<file path="config.mk">
export PLATFORM = sky130hd
export DESIGN_NAME = trs_decoder
export DESIGN_NICKNAME = d
export VERILOG_FILES = /design/src/rtl/video_pkg.sv /design/src/rtl/trs_window.sv /design/src/rtl/trs_decoder.sv
export SDC_FILE = /design/constraint.sdc
export NUM_CORES = 1
export LEC_CHECK = 0
export BUFFER_PORTS_ARGS = -buffer_cell sky130_fd_sc_hd__clkbuf_2
export CORE_MARGIN = 2
export CORE_UTILIZATION = 43
export DETAILED_ROUTE_END_ITERATION = 12
export MAX_ROUTING_LAYER = met4
export PLACE_DENSITY_LB_ADDON = 0.1
export SLEW_MARGIN = 0
export SYNTH_ARGS = -nofsm -noshare
export SYNTH_HDL_FRONTEND = slang
export SYNTH_SLANG_ARGS = --single-unit
</file>
<file path="constraint.sdc">
create_clock -name i_clk -period 2.8 [get_ports i_clk]
set_input_delay 0.14 -clock i_clk [delete_from_list [all_inputs] [get_ports i_clk]]
set_output_delay 0.14 -clock i_clk [all_outputs]
set_load 0.01 [all_outputs]
</file>
<file path="src/rtl/video_pkg.sv">
// -----------------------------------------------------------------------------
// video_pkg
// Shared definitions for the TRS decoder: TRS word constants, bit positions
// of the F/V/H/T flag bus, the lock state type and the XYZ protection check.
// -----------------------------------------------------------------------------
package video_pkg;

    localparam logic [9:0] TRS_PREAMBLE = 10'h3FF;
    localparam logic [9:0] TRS_ZERO     = 10'h000;

    localparam int unsigned F_BIT = 32'd3;
    localparam int unsigned V_BIT = 32'd2;
    localparam int unsigned H_BIT = 32'd1;
    localparam int unsigned T_BIT = 32'd0;

    typedef enum logic [0:0] {
        SEARCH = 1'b0,
        LOCKED = 1'b1
    } trs_state_t;

    // Protection bits of an XYZ word: P3=V^H, P2=F^H, P1=F^V, P0=F^V^H.
    // Bit 9 and bits [1:0] are not part of the protection check.
    function automatic logic xyz_ok(input logic [9:0] xyz);
        logic f;
        logic v;
        logic h;
        logic unused_bits;
        f = xyz[8];
        v = xyz[7];
        h = xyz[6];
        unused_bits = ^{xyz[9], xyz[1:0]};
        return (xyz[5:2] == {v ^ h, f ^ h, f ^ v, f ^ v ^ h});
    endfunction

endpackage

</file>
<file path="src/rtl/trs_window.sv">
// -----------------------------------------------------------------------------
// trs_window
// Four-word delay line on the 20-bit video stream plus TRS window decode.
// Ports:
//   i_clk, i_n_reset : word clock, async active-low reset
//   i_vdat [19:0]    : incoming raw video word
//   o_colour [19:0]  : oldest word of the delay line (4-cycle delayed data)
//   o_match          : window holds 3FF,000,000,XYZ (XYZ bit9 set)
//   o_valid          : o_match and the XYZ protection bits are correct
//   o_f, o_v, o_h    : F/V/H fields of the XYZ word in the window
// -----------------------------------------------------------------------------
module trs_window
    import video_pkg::*;
(
    input  logic        i_clk,
    input  logic        i_n_reset,
    input  logic [19:0] i_vdat,
    output logic [19:0] o_colour,
    output logic        o_match,
    output logic        o_valid,
    output logic        o_f,
    output logic        o_v,
    output logic        o_h
);

    logic [19:0] s0_q;
    logic [19:0] s1_q;
    logic [19:0] s2_q;
    logic [19:0] s3_q;

    // Shift the word stream; s3 is the oldest word.
    always_ff @(posedge i_clk or negedge i_n_reset) begin
        if (!i_n_reset) begin
            s0_q <= 20'h00000;
            s1_q <= 20'h00000;
            s2_q <= 20'h00000;
            s3_q <= 20'h00000;
        end else begin
            s0_q <= i_vdat;
            s1_q <= s0_q;
            s2_q <= s1_q;
            s3_q <= s2_q;
        end
    end

    // Window decode on the TRS-carrying channel only.
    always_comb begin
        o_match = 1'b0;
        o_valid = 1'b0;
        if ((s3_q[9:0] == TRS_PREAMBLE) && (s2_q[9:0] == TRS_ZERO) &&
            (s1_q[9:0] == TRS_ZERO) && s0_q[9]) begin
            o_match = 1'b1;
            o_valid = xyz_ok(s0_q[9:0]);
        end else begin
            o_match = 1'b0;
            o_valid = 1'b0;
        end
    end

    assign o_colour = s3_q;
    assign o_f      = s0_q[8];
    assign o_v      = s0_q[7];
    assign o_h      = s0_q[6];

endmodule

</file>
<file path="src/rtl/trs_decoder.sv">
// -----------------------------------------------------------------------------
// trs_decoder
// Recovers F/V/H timing from embedded TRS words, tracks lock and counts
// protection errors.
// Ports:
//   i_clk, i_n_reset        : word clock, async active-low reset
//   i_vdat [19:0]           : raw video word ([9:0] carries TRS)
//   o_vdat_colour [19:0]    : i_vdat delayed by 4 cycles
//   o_fvht [3:0]            : F, V blank, H blank, T (TRS word on output)
//   o_locked                : decoder is in LOCKED
//   o_trs_err               : one-cycle pulse per TRS with bad protection
//   o_err_count [ERR_W-1:0] : saturating protection-error count
// -----------------------------------------------------------------------------
module trs_decoder
    import video_pkg::*;
#(
    parameter int unsigned LOCK_COUNT = 32'd4,
    parameter int unsigned MAX_GAP    = 32'd4400,
    parameter int unsigned ERR_W      = 32'd8
) (
    input  logic             i_clk,
    input  logic             i_n_reset,
    input  logic [19:0]      i_vdat,
    output logic [19:0]      o_vdat_colour,
    output logic [3:0]       o_fvht,
    output logic             o_locked,
    output logic             o_trs_err,
    output logic [ERR_W-1:0] o_err_count
);

    localparam int unsigned GAP_W  = $clog2(MAX_GAP + 32'd1);
    localparam int unsigned GOOD_W = $clog2(LOCK_COUNT + 32'd1);
    localparam logic [GAP_W-1:0]  GAP_MAX   = GAP_W'(MAX_GAP);
    localparam logic [GOOD_W-1:0] GOOD_LOCK = GOOD_W'(LOCK_COUNT);
    localparam logic [ERR_W-1:0]  ERR_MAX   = {ERR_W{1'b1}};

    logic match_s;
    logic valid_s;
    logic xyz_f_s;
    logic xyz_v_s;
    logic xyz_h_s;

    trs_state_t        state_q,   state_d;
    logic              f_q,       f_d;
    logic              v_q,       v_d;
    logic              h_q,       h_d;
    logic [1:0]        t_cnt_q,   t_cnt_d;
    logic [GAP_W-1:0]  gap_q,     gap_d;
    logic [GOOD_W-1:0] good_q,    good_d;
    logic [ERR_W-1:0]  err_cnt_q, err_cnt_d;
    logic              trs_err_q, trs_err_d;

    trs_window u_window (
        .i_clk     (i_clk),
        .i_n_reset (i_n_reset),
        .i_vdat    (i_vdat),
        .o_colour  (o_vdat_colour),
        .o_match   (match_s),
        .o_valid   (valid_s),
        .o_f       (xyz_f_s),
        .o_v       (xyz_v_s),
        .o_h       (xyz_h_s)
    );

    // Next-state for flags, counters and the lock FSM.
    always_comb begin
        state_d   = state_q;
        f_d       = f_q;
        v_d       = v_q;
        h_d       = h_q;
        t_cnt_d   = (t_cnt_q != 2'd0) ? (t_cnt_q - 2'd1) : 2'd0;
        gap_d     = gap_q;
        good_d    = good_q;
        err_cnt_d = err_cnt_q;
        trs_err_d = 1'b0;

        // The gap counter restarts on a valid TRS only; a bad TRS is a gap word.
        if (valid_s) begin
            gap_d = {GAP_W{1'b0}};
        end else if (gap_q != GAP_MAX) begin
            gap_d = gap_q + GAP_W'(1);
        end else begin
            gap_d = gap_q;
        end

        if (valid_s) begin
            f_d     = xyz_f_s;
            v_d     = xyz_v_s;
            h_d     = xyz_h_s;
            t_cnt_d = 2'd3;
            if (good_q != GOOD_LOCK) begin
                good_d = good_q + GOOD_W'(1);
            end else begin
                good_d = good_q;
            end
        end else if (match_s) begin
            trs_err_d = 1'b1;
            good_d    = {GOOD_W{1'b0}};
            if (err_cnt_q != ERR_MAX) begin
                err_cnt_d = err_cnt_q + ERR_W'(1);
            end else begin
                err_cnt_d = err_cnt_q;
            end
        end else begin
            good_d = good_q;
        end

        // Transitions use the updated counters so lock changes on the same
        // edge as the event; a valid TRS always wins over the gap limit.
        case (state_q)
            SEARCH: begin
                if (valid_s && (good_d == GOOD_LOCK)) begin
                    state_d = LOCKED;
                end else begin
                    state_d = SEARCH;
                end
            end
            LOCKED: begin
                if (match_s && !valid_s) begin
                    state_d = SEARCH;
                end else if (!valid_s && (gap_d == GAP_MAX)) begin
                    state_d = SEARCH;
                end else begin
                    state_d = LOCKED;
                end
            end
            default: begin
                state_d = SEARCH;
            end
        endcase
    end

    // State, flag and counter registers.
    always_ff @(posedge i_clk or negedge i_n_reset) begin
        if (!i_n_reset) begin
            state_q   <= SEARCH;
            f_q       <= 1'b0;
            v_q       <= 1'b1;
            h_q       <= 1'b1;
            t_cnt_q   <= 2'd0;
            gap_q     <= {GAP_W{1'b0}};
            good_q    <= {GOOD_W{1'b0}};
            err_cnt_q <= {ERR_W{1'b0}};
            trs_err_q <= 1'b0;
        end else begin
            state_q   <= state_d;
            f_q       <= f_d;
            v_q       <= v_d;
            h_q       <= h_d;
            t_cnt_q   <= t_cnt_d;
            gap_q     <= gap_d;
            good_q    <= good_d;
            err_cnt_q <= err_cnt_d;
            trs_err_q <= trs_err_d;
        end
    end

    // Flag bus: blanking forced while searching; T covers the matched word
    // (3FF on the output) and the three words that follow it.
    always_comb begin
        o_fvht        = 4'b0110;
        o_fvht[F_BIT] = f_q;
        if (state_q == LOCKED) begin
            o_fvht[V_BIT] = v_q;
            o_fvht[H_BIT] = h_q;
        end else begin
            o_fvht[V_BIT] = 1'b1;
            o_fvht[H_BIT] = 1'b1;
        end
        o_fvht[T_BIT] = valid_s | (t_cnt_q != 2'd0);
    end

    assign o_locked    = (state_q == LOCKED);
    assign o_trs_err   = trs_err_q;
    assign o_err_count = err_cnt_q;

endmodule

</file>
==> summary.md, run 1 <==
| Metric | Value |
|---|---|
| Largest net degree at the start of global routing | 65 |
| Initial core utilization | 44.0% |
| Utilization after layout | 53.3% |
| Leak pwr | 2.19 nW |
| Gpl congestion | 0.779 |
| Yosys reg bits | 111 |
| Setup crit end kind | primary output |
| Syn Area/Cell | 14.2 sq um |
| Final setup margin | 166 ps |
| Drt wl/cell | 13.7 microns |
| Critical Path Source | u_window.s2_q[0] |
| CP Launch Type | register |
| Syn-to-layout area delta | 21.2% |
| First-pass GRT wire length | 11.2 mm |
| DP Worst Slack | 349 ps |
| Io pins | 56 |
| Synth Area in Simple Gates | 12.5% |
| Grt met2 use | 24.2% |
| Syn. warnings | 0 |
| Async S/R FF share, synth | 100% |
| Routed wire length | 6.35 mm |
| Critical-path maximum fanout | 6 |
| FF-to-FF path depth | 7 |
| Sink Count | 111 |
| Critical path class | reg2out |
| Share of cells above drive strength 1 | 23.6% |
| Tcrit/Tclk final | 94.1% |
| Number of global-route vias before repair | 2378 |
| All-Layer GR Usage | 15.1% |
| Final ANT Viol Nets | 0 |
| Total Neg Setup Slack | 0 ps |
| Max-cap violation count | 0 |
| Vias per cell | 4.90 |
| Final Skew | 15.6 ps |
| Register area share after synthesis | 72.8% |
| CTS tree | done |
| Post-synth EDFFs | 0 |
| Die area | 0.00965 sq mm |
| FMAX | 380 MHz |
| RSZ-0062 raised after global routing | no |
| M3 GR Usage | 3.01% |
| Die Ht | 98.2 microns |
| # diodes | 0 |
| Total Power | 2.69 mW |
| Post-synthesis mux area share | 1.47% |
| Adder-Cell Fraction of Synth Area | 1.64% |
| Outcome | finished clean |
| Met1 GRT Util | 18.9% |
| First-pass DRT Iterations | 4 |
| Filler cell count | 778 |
| Root buffer cell | clkbuf_8 |
| Power per standard cell area | 581 mW/mm^2 |
| Cts bufs inserted | 9 |
| Netlist cell types | 43 |
| Endpoints failing hold | 0 |
| CTS H-tree lvls | 3 |
| Vias | 2273 |
| Port bufs | 55 |
| Detailed placement HPWL | 4.30 mm |
| Final net count | 379 |
| Biggest cell delay along the critical path | 690 ps |
| Buffers & Inverters on Critical Path | 1 |
| Worst EP required | 2660 ps |
| Residual DRC | 0 |
| Period minus WS final | 2630 ps |
| DR iter-0 viols | 111 |
| Clock buffer depth | 2 |
| Gr busiest metal | met2 |
| Largest family of logic cells by synthesized area | simple AND/OR/NAND/NOR gates |
| Worst-margin pin slew | 626 ps |
| Syn_nets | 296 |
| Primary FF master, synth | dfrtp_1 |
| Hold Crit Class | in2async |
| Final setup viols | 0 |
| Die X | 98.2 microns |
| Clk Latency, worst-skew pair | 360 ps |
| Mapped Area | 0.00382 sq mm |
| Xor-xnor portion of the synthesized cell area | 4.59% |
| Rows | 34 |
| Slew Limit Fails | 0 |
| Worst path cell trace | nor4_2 -> nand4_1 -> or4_1 -> nor3_4 -> or3_1 -> clkbuf_2 |
| Compound-Gate Fraction of Synth Area | 4.91% |
| Core Region | 0.00868 sq mm |
| Reg-to-Reg Start | u_window.s2_q[0] |
| Slowest cell on crit path | or4_1 |
| Antenna violations before repair | 0 |
| Clock-pin slew on the worst setup and hold paths | 110 ps |
| Max transition margin | 57.9% |
| VDD IR-drop max | 0.000297 V |
| CP arrival | 2490 ps |
| GRT Residual Overflow | 0 |
| CP delay by family, top | simple AND/OR/NAND/NOR gates |
| CP Depth | 6 |
| Post-Synthesis Cells | 269 |
[flip-flops by register name (all words and copies together) (netlist names)]
signal / cells
o_err_count: 8
t_cnt_q: 2
o_trs_err: 1
gap_q: 13
h_q: 1
u_window.s1_q: 20
f_q: 1
o_locked: 1
u_window.s2_q: 20
u_window.o_colour: 20
v_q: 1
u_window.s0_q: 20
good_q: 3
[path summary, 6_finish.rpt]
| check | to | slack, ps |
|---|---|---|
| setup / recovery | o_fvht[0] | 170 |
| hold / removal | u_window.o_colour[10] | 300 |
| setup reg to reg | o_locked | 480 |
| hold reg to reg | u_window.o_colour[13] | 340 |
| max in group asynchronous | v_q | 1710 |
| min in group i_clk | u_window.o_colour[13] | 340 |
[timing repair]
action,in CTS,in global routing
setup buffers,0,0
endpoints found under the setup margin,1,1
resized for setup,1,0
endpoints found under the hold margin,67,0
hold buffers,21,0
pin swaps,0,1
[metrics by stage]
step / instances / hold WS (ps) / area, sq um
after global placement: 428 / 173 / 4230
final: 464 / 301 / 4630
after detailed placement: 428 / 183 / 4230
after floorplan: 269 / -156 / 3820
after global routing: 464 / 339 / 4630
after CTS: 464 / 316 / 4630
[synthesized netlist by cell type, types with 2 or more instances]
cell        n  area share [%]
nor4_2      3            0.98
and3_1      4            0.66
dfrtp_1   109              71
a31oi_1     3            0.49
nand4b_1    3            0.69
nand3b_1    2            0.39
nand3_1     9             1.2
nand2b_1    6            0.98
mux2_2      2            0.59
o21ai_1     2            0.26
inv_1       8            0.79
ha_1        5             1.6
o21ai_0     3            0.39
a21oi_1     9             1.2
nor3_1      6            0.79
or3_1       2            0.33
nor4_1      5            0.82
nand2_1    11             1.1
buf_4       2            0.39
xnor2_1     6             1.4
mux2_1      3            0.88
nand4_1     8             1.3
nor2_1     17             1.7
xor2_1     14             3.2
dfstp_2     2             1.4
nor2b_1     3            0.49
a21o_1      2            0.39
o22ai_1     2            0.33
clkbuf_1    3            0.29
buf_2       2            0.26
[layout make-up]
| cell class | instances | area [sq um] | share of cell area, % |
|---|---|---|---|
| inverter | 8 | 30.0 | 0.649 |
| clock inverter | 6 | 62.6 | 1.35 |
| tap | 108 | 135 | 2.92 |
| timing repair buffer | 80 | 531 | 11.5 |
| clock buffer | 9 | 124 | 2.68 |
| multi-input combinational | 142 | 967 | 20.9 |
| sequential | 111 | 2780 | 60.1 |
[power breakdown]
| part | internal [mW] | switching [mW] | leakage (nW) |
|---|---|---|---|
| logic | 0.0525 | 0.0622 | 0.754 |
| registers | 1.66 | 0.0311 | 1.34 |
| clock network | 0.344 | 0.541 | 0.0954 |
| total | 2.06 | 0.635 | 2.19 |
[logic make-up (layout without fill, tap and decap cells)]
family	count (synthesis)	in the layout
XOR/XNOR	20	20
AND/OR/NAND/NOR	84	84
multiplexers	5	5
flip-flops	111	111
buffers and inverters	16	103
AO/OA/AOI/OAI	28	28
adder cells (fa/ha/maj)	5	5
[placed cells by master, fill, tap and decap left out, types with 3 or more instances in the layout]
master	Yosys	final
dfrtp_1	109	109
clkbuf_2	0	54
dlygate4sd3_1	0	21
nor2_1	17	17
xor2_1	14	14
nand2_1	11	11
a21oi_1	9	9
nand3_1	9	9
clkbuf_8	0	9
inv_1	8	8
nand4_1	8	8
nor3_1	6	6
nand2b_1	6	6
xnor2_1	6	6
nor4_1	5	5
ha_1	5	5
and3_1	4	4
buf_4	2	4
nand4b_1	3	3
a31oi_1	3	3
nor4_2	3	3
nor2b_1	3	3
o21ai_0	3	3
mux2_1	3	3
inv_6	0	3
[metal layers]
layer  vias to the layer above  wire (microns)
met2                        34            3190
met3                         8             184
li1                       1094               -
met5                         -               0
met1                      1137            2880
met4                         0             106
Note: power is estimated with default switching activity, not from simulation.
==> run 2: changes to the inputs <==
--- a/config.mk
+++ b/config.mk
@@ -10,2 +10,3 @@
 export CORE_UTILIZATION = 43
+export CTS_CLUSTER_DIAMETER = 50
 export DETAILED_ROUTE_END_ITERATION = 12
@@ -13,2 +14,3 @@
 export PLACE_DENSITY_LB_ADDON = 0.1
+export SETUP_SLACK_MARGIN = 0.15
 export SLEW_MARGIN = 0
==> constraint.sdc (replaced) <==
create_clock -name i_clk -period 2.8 [get_ports i_clk]
set_input_delay 0.42 -clock i_clk [delete_from_list [all_inputs] [get_ports i_clk]]
set_output_delay 0.42 -clock i_clk [all_outputs]
set_load 0.01 [all_outputs]
==> run 2 against run 1 <==
Net effect:
- clock power up 3.6%
- count of clock-buffer cells in the layout unchanged
- highest routed layer unchanged
- register-to-register slack worse by 80 ps
- die area unchanged
- largest cell class unchanged
- critical endpoint unchanged
- cell count down 3.7%
- fmax down 3.4%
==> summary.md, run 2 (synthesized netlist as in run 1, its figures left out) <==
| Metric | Value |
|---|---|
| Residual DRC | 0 |
| Final net count | 361 |
| DR top layer | met4 |
| Final ANT Viol Nets | 0 |
| Critical-path maximum fanout | 6 |
| Gpl congestion | 0.798 |
| M1 WL | 2.85 mm |
| CP Launch Type | register |
| FF-to-FF path depth | 6 |
| Tcrit/Tclk final | 97.4% |
| Slew Limit Fails | 0 |
| Final setup margin | 73.8 ps |
| # diodes | 0 |
| RSZ-0062 raised after global routing | yes |
| Commonest non-fill, non-tap cell in the layout | dfrtp_1 |
| R2r endpoint | f_q |
| Buffers & Inverters on Critical Path | 1 |
| Sink Count | 111 |
| Antenna violations before repair | 0 |
| Clock-pin slew on the worst setup and hold paths | 110 ps |
| Final setup viols | 0 |
| Critical path class | reg2out |
| Drt wl/cell | 13.9 microns |
| Leak pwr | 2.13 nW |
| Register area | 0.00278 sq mm |
| Worst EP required | 2380 ps |
| Max transition margin | 58.2% |
| Vias per cell | 4.95 |
| Met2 wire length | 3.00 mm |
| Hold Crit Class | in2async |
| Vias | 2213 |
| Slowest cell on crit path | or4_4 |
| Setup crit end kind | primary output |
| All-Layer GR Usage | 14.8% |
| Worst-margin pin slew | 627 ps |
| First-pass GRT wire length | 10.8 mm |
| CTS H-tree lvls | 3 |
| Die X | 98.2 microns |
| Reg-to-Reg Start | u_window.s1_q[8] |
| Power per standard cell area | 606 mW/mm^2 |
| Routed wire length | 6.20 mm |
| Outcome | finished clean |
| First-pass DRT Iterations | 4 |
| Total Power | 2.70 mW |
| Core Region | 0.00868 sq mm |
| DP Worst Slack | 370 ps |
| Met3 routed WL | 254 microns |
| Period minus WS final | 2730 ps |
| Die area | 0.00965 sq mm |
| Critical Path Source | u_window.s1_q[8] |
| Most frequent cells in the layout | dfrtp_1 (109), clkbuf_2 (53), nor2_1 (17) |
| Share of cells above drive strength 1 | 26.5% |
| Number of global-route vias before repair | 2237 |
| Clock buffer depth | 2 |
| Io pins | 56 |
| GRT Residual Overflow | 0 |
| CP delay by family, top | simple AND/OR/NAND/NOR gates |
| Rows | 34 |
| Filler cell count | 781 |
| DR iter-0 viols | 133 |
| Hold-fix buffers, CTS | 0 |
| Final Skew | 21.8 ps |
| Clk Latency, worst-skew pair | 370 ps |
| CP arrival | 2310 ps |
| Footprint of the multi-input gates | 977 sq um |
| Biggest cell delay along the critical path | 620 ps |
| CTS tree | done |
| Max-cap violation count | 0 |
| Root buffer cell | clkbuf_8 |
| R2r setup slk | 400 ps |
| Port bufs | 55 |
| VDD IR-drop max | 0.000234 V |
| FMAX | 367 MHz |
| Largest net degree at the start of global routing | 64 |
| Detailed placement HPWL | 4.11 mm |
| Worst path cell trace | nor4_2 -> nand4_1 -> or4_4 -> nor3_4 -> or3_1 -> buf_2 |
| Cts bufs inserted | 9 |
| Syn-to-layout area delta | 16.8% |
| Endpoints failing hold | 0 |
| Die Ht | 98.2 microns |
| Initial core utilization | 44.0% |
| Hold Worst Slack | 68.9 ps |
==> run 2: cell count changes in the layout (fill, tap and decap cells not counted), sizes merged <==
cell / before / now
buf: 5 / 9
clkinv: 2 / 3
dlygate4sd3: 21 / 0
clkbuf: 63 / 62
==> run 2: stage by stage <==
| stage | utilization, % | cell area [sq um] | TNS (ps) | cells |
|---|---|---|---|---|
| 5_1_grt | 51.4 | 4460 | -127 | 447 |
| 3_3_place_gp | 48.8 | 4230 | 0 | 429 |
| 3_5_place_dp | 48.8 | 4230 | 0 | 429 |
| 6_report | 51.4 | 4460 | 0 | 447 |
| 4_1_cts | 51.1 | 4430 | 0 | 445 |
| 2_1_floorplan | - | 3820 | 0 | 269 |
==> run 2: routing by layer <==
metal,GRT usage [%],vias to the layer above
met5,-,-
met4,5.69,0
met3,3.01,9
met2,21.9,49
met1,20.3,1091
li1,-,1064
==> run 2: cell type report <==
class,instances,area share (%)
tap,108,3.03
clock buffer,9,2.78
inverter,8,0.673
sequential,111,62.3
timing repair buffer,62,7.69
multi-input combinational,142,21.9
clock inverter,7,1.57
==> run 2: how the worst max path moves through the flow <==
stage                     end  cells past startpoint
detailed placement        f_q                      6
global route        o_fvht[0]                      6
floorplan           o_fvht[0]                      7
finish              o_fvht[0]                      6
global placement          f_q                      6
CTS                 o_fvht[0]                      6
==> run 2: timing repair <==
| action | CTS | global route |
|---|---|---|
| endpoints found under the setup margin | 1 | 1 |
| endpoints found under the hold margin | 0 | 0 |
| setup buffers | 0 | 2 |
| gates resized for setup | 1 | 3 |
| pin swaps | 0 | 4 |
==> run 2: report_power, final <==
group / leakage [nW] / internal [mW] / switching (mW) / total (mW)
sequential: 1.34 / 1.66 / 0.0302 / 1.69
combinational: 0.683 / 0.0356 / 0.0591 / 0.0946
clock: 0.101 / 0.351 / 0.567 / 0.917
==> run 3: changes to the inputs <==
- BUFFER_PORTS_ARGS: -buffer_cell sky130_fd_sc_hd__clkbuf_2 -> -buffer_cell sky130_fd_sc_hd__buf_2
- SKIP_LAST_GASP: unset -> 1
- clock period: 2.8 -> 3.5 ns (I/O delays scaled with it)
==> run 3 against run 2 <==
Net effect:
- utilization shrank 0.33 points
- global-route usage up 0.16 points
- combinational power shrank 22%
- die area stayed put
- routed wire length is 0.66% higher
- non-clock buffer count shrank 5
- critical path depth stayed put
==> summary.md, run 3 (synthesized netlist as in run 1, its figures left out) <==
| Metric | Value |
|---|---|
| Worst EP required | 2970 ps |
| Io pins | 56 |
| Setup crit end kind | primary output |
| Clk Latency, worst-skew pair | 360 ps |
| CTS tree | done |
| Sink Count | 111 |
| Slowest cell on crit path | or4_1 |
| Tcrit/Tclk final | 83.0% |
| First-pass DRT Iterations | 6 |
| Final setup viols | 0 |
| Hold Crit Class | in2reg |
| Cts bufs inserted | 9 |
| Core Region | 0.00868 sq mm |
| Gr busiest metal | met2 |
| Total Neg Setup Slack | 0 ps |
| Die Ht | 98.2 microns |
| CP Launch Type | register |
| Hold-fix buffers, CTS | 0 |
| Buffers & Inverters on Critical Path | 1 |
| GRT Residual Overflow | 0 |
| Power per standard cell area | 498 mW/mm^2 |
| DP Cell Count | 426 |
| Max transition margin | 38.8% |
| Post-Layout Cell Count | 442 |
| Die X | 98.2 microns |
| CP arrival | 2380 ps |
| Most frequent cells in the layout | dfrtp_1 (109), buf_2 (54), nor2_1 (17) |
| Gpl congestion | 0.793 |
| First-pass GRT wire length | 11.0 mm |
| Final net count | 356 |
| Residual DRC | 0 |
| Max-cap violation count | 0 |
| DR iter-0 viols | 77 |
| Utilization after layout | 51.1% |
| Antenna violations before repair | 0 |
| M3 GR Usage | 4.51% |
| Period minus WS final | 2910 ps |
| Die area | 0.00965 sq mm |
| Endpoints failing hold | 0 |
| Vias | 2156 |
| Leak pwr | 2.10 nW |
| Share of cells above drive strength 1 | 24.9% |
| Vias per cell | 4.88 |
| Critical path class | reg2out |
| Slew Limit Fails | 0 |
| CTS H-tree lvls | 3 |
| Grt met2 use | 23.7% |
| Drt wl/cell | 14.1 microns |
| Routed wire length | 6.24 mm |
| # diodes | 0 |
| Worst path cell trace | nor4_2 -> nand4_1 -> or4_1 -> nor3_2 -> or3_1 -> buf_2 |
| Commonest non-fill, non-tap cell in the layout | dfrtp_1 |
| Final ANT Viol Nets | 0 |
| VDD IR-drop max | 0.000265 V |
| Rows | 34 |
| Root buffer cell | clkbuf_8 |
| Cts repair resizes | 0 |
| Outcome | finished clean |
| Detailed placement HPWL | 4.16 mm |
| Final Skew | 14.9 ps |
| Number of global-route vias before repair | 2261 |
| Post-CTS Setup Repair Bufs | 0 |
| Clock buffer depth | 2 |
| RSZ-0062 raised after global routing | no |
| Port bufs | 55 |
| Syn-to-layout area delta | 16.0% |
| Critical-path maximum fanout | 6 |
| Initial core utilization | 44.0% |
| Largest net degree at the start of global routing | 74 |
| Biggest cell delay along the critical path | 680 ps |
| CP delay by family, top | simple AND/OR/NAND/NOR gates |
| Worst-margin pin slew | 918 ps |
| Met1 GRT Util | 18.8% |
| FMAX | 344 MHz |
| All-Layer GR Usage | 14.9% |
| Clock-pin slew on the worst setup and hold paths | 120 ps |
==> run 3: changes by cell type in the layout (fill, tap and decap cells not counted), moves of 2 or more <==
cell / delta
clkbuf_2: -53
buf_4: -5
inv_6: -2
buf_2: +53
clkinv_8: +2
==> run 3: path summary, 6_finish.rpt <==
check | start | to | slack (ps) | cells past startpoint
hold / removal | i_vdat[17] | u_window.s0_q[17] | 250 | 1
setup reg to reg | u_window.s2_q[0] | f_q | 1000 | 6
max in group asynchronous | i_n_reset | v_q | 2420 | 2
hold reg to reg | u_window.s1_q[10] | u_window.s2_q[10] | 350 | 0
setup / recovery | u_window.s2_q[0] | o_fvht[0] | 590 | 6
min in group asynchronous | i_n_reset | u_window.o_colour[19] | 280 | 1
==> run 3: final cells by class <==
| class | count | area (sq um) |
|---|---|---|
| clock inverters | 7 | 95.1 |
| inverters | 8 | 30.0 |
| clock buffers | 9 | 124 |
| well taps | 108 | 135 |
| flip-flops and latches | 111 | 2780 |
| fillers | 797 | 4250 |
| multi-input cells | 142 | 961 |
| repair buffers | 57 | 305 |
==> run 3: layer usage <==
metal	up-vias	part of all wire, %	wire, microns
li1	1052	-	-
met1	1060	47	2900
met2	42	50	3100
met3	2	3.3	208
met4	0	0.43	27
met5	-	0	0
==> run 3: stage by stage <==
stage | worst slack [ps] | instance area, sq um | total power, mW | hold slack, ps
after global placement | 1040 | 4210 | 1.45 | 331
final | 594 | 4430 | 2.20 | 254
after global routing | 433 | 4430 | 2.31 | 208
after floorplan | 1050 | 3820 | 1.39 | 229
after CTS | 542 | 4430 | 2.25 | 225
after detailed placement | 968 | 4210 | 1.45 | 335
==> run 3: worst reg2reg max path: cells and delay by family, from the launching register on <==
kind / cells / cell delay, ps
flops: 1 / 400
buf+inv: 1 / 280
simple gates: 4 / 1370
mux: 1 / 350
==> run 3: where the power goes <==
part           internal, mW  total [mW]  switching, mW
registers              1.33        1.35         0.0235
logic                0.0269      0.0734         0.0465
clock network         0.296       0.780          0.483
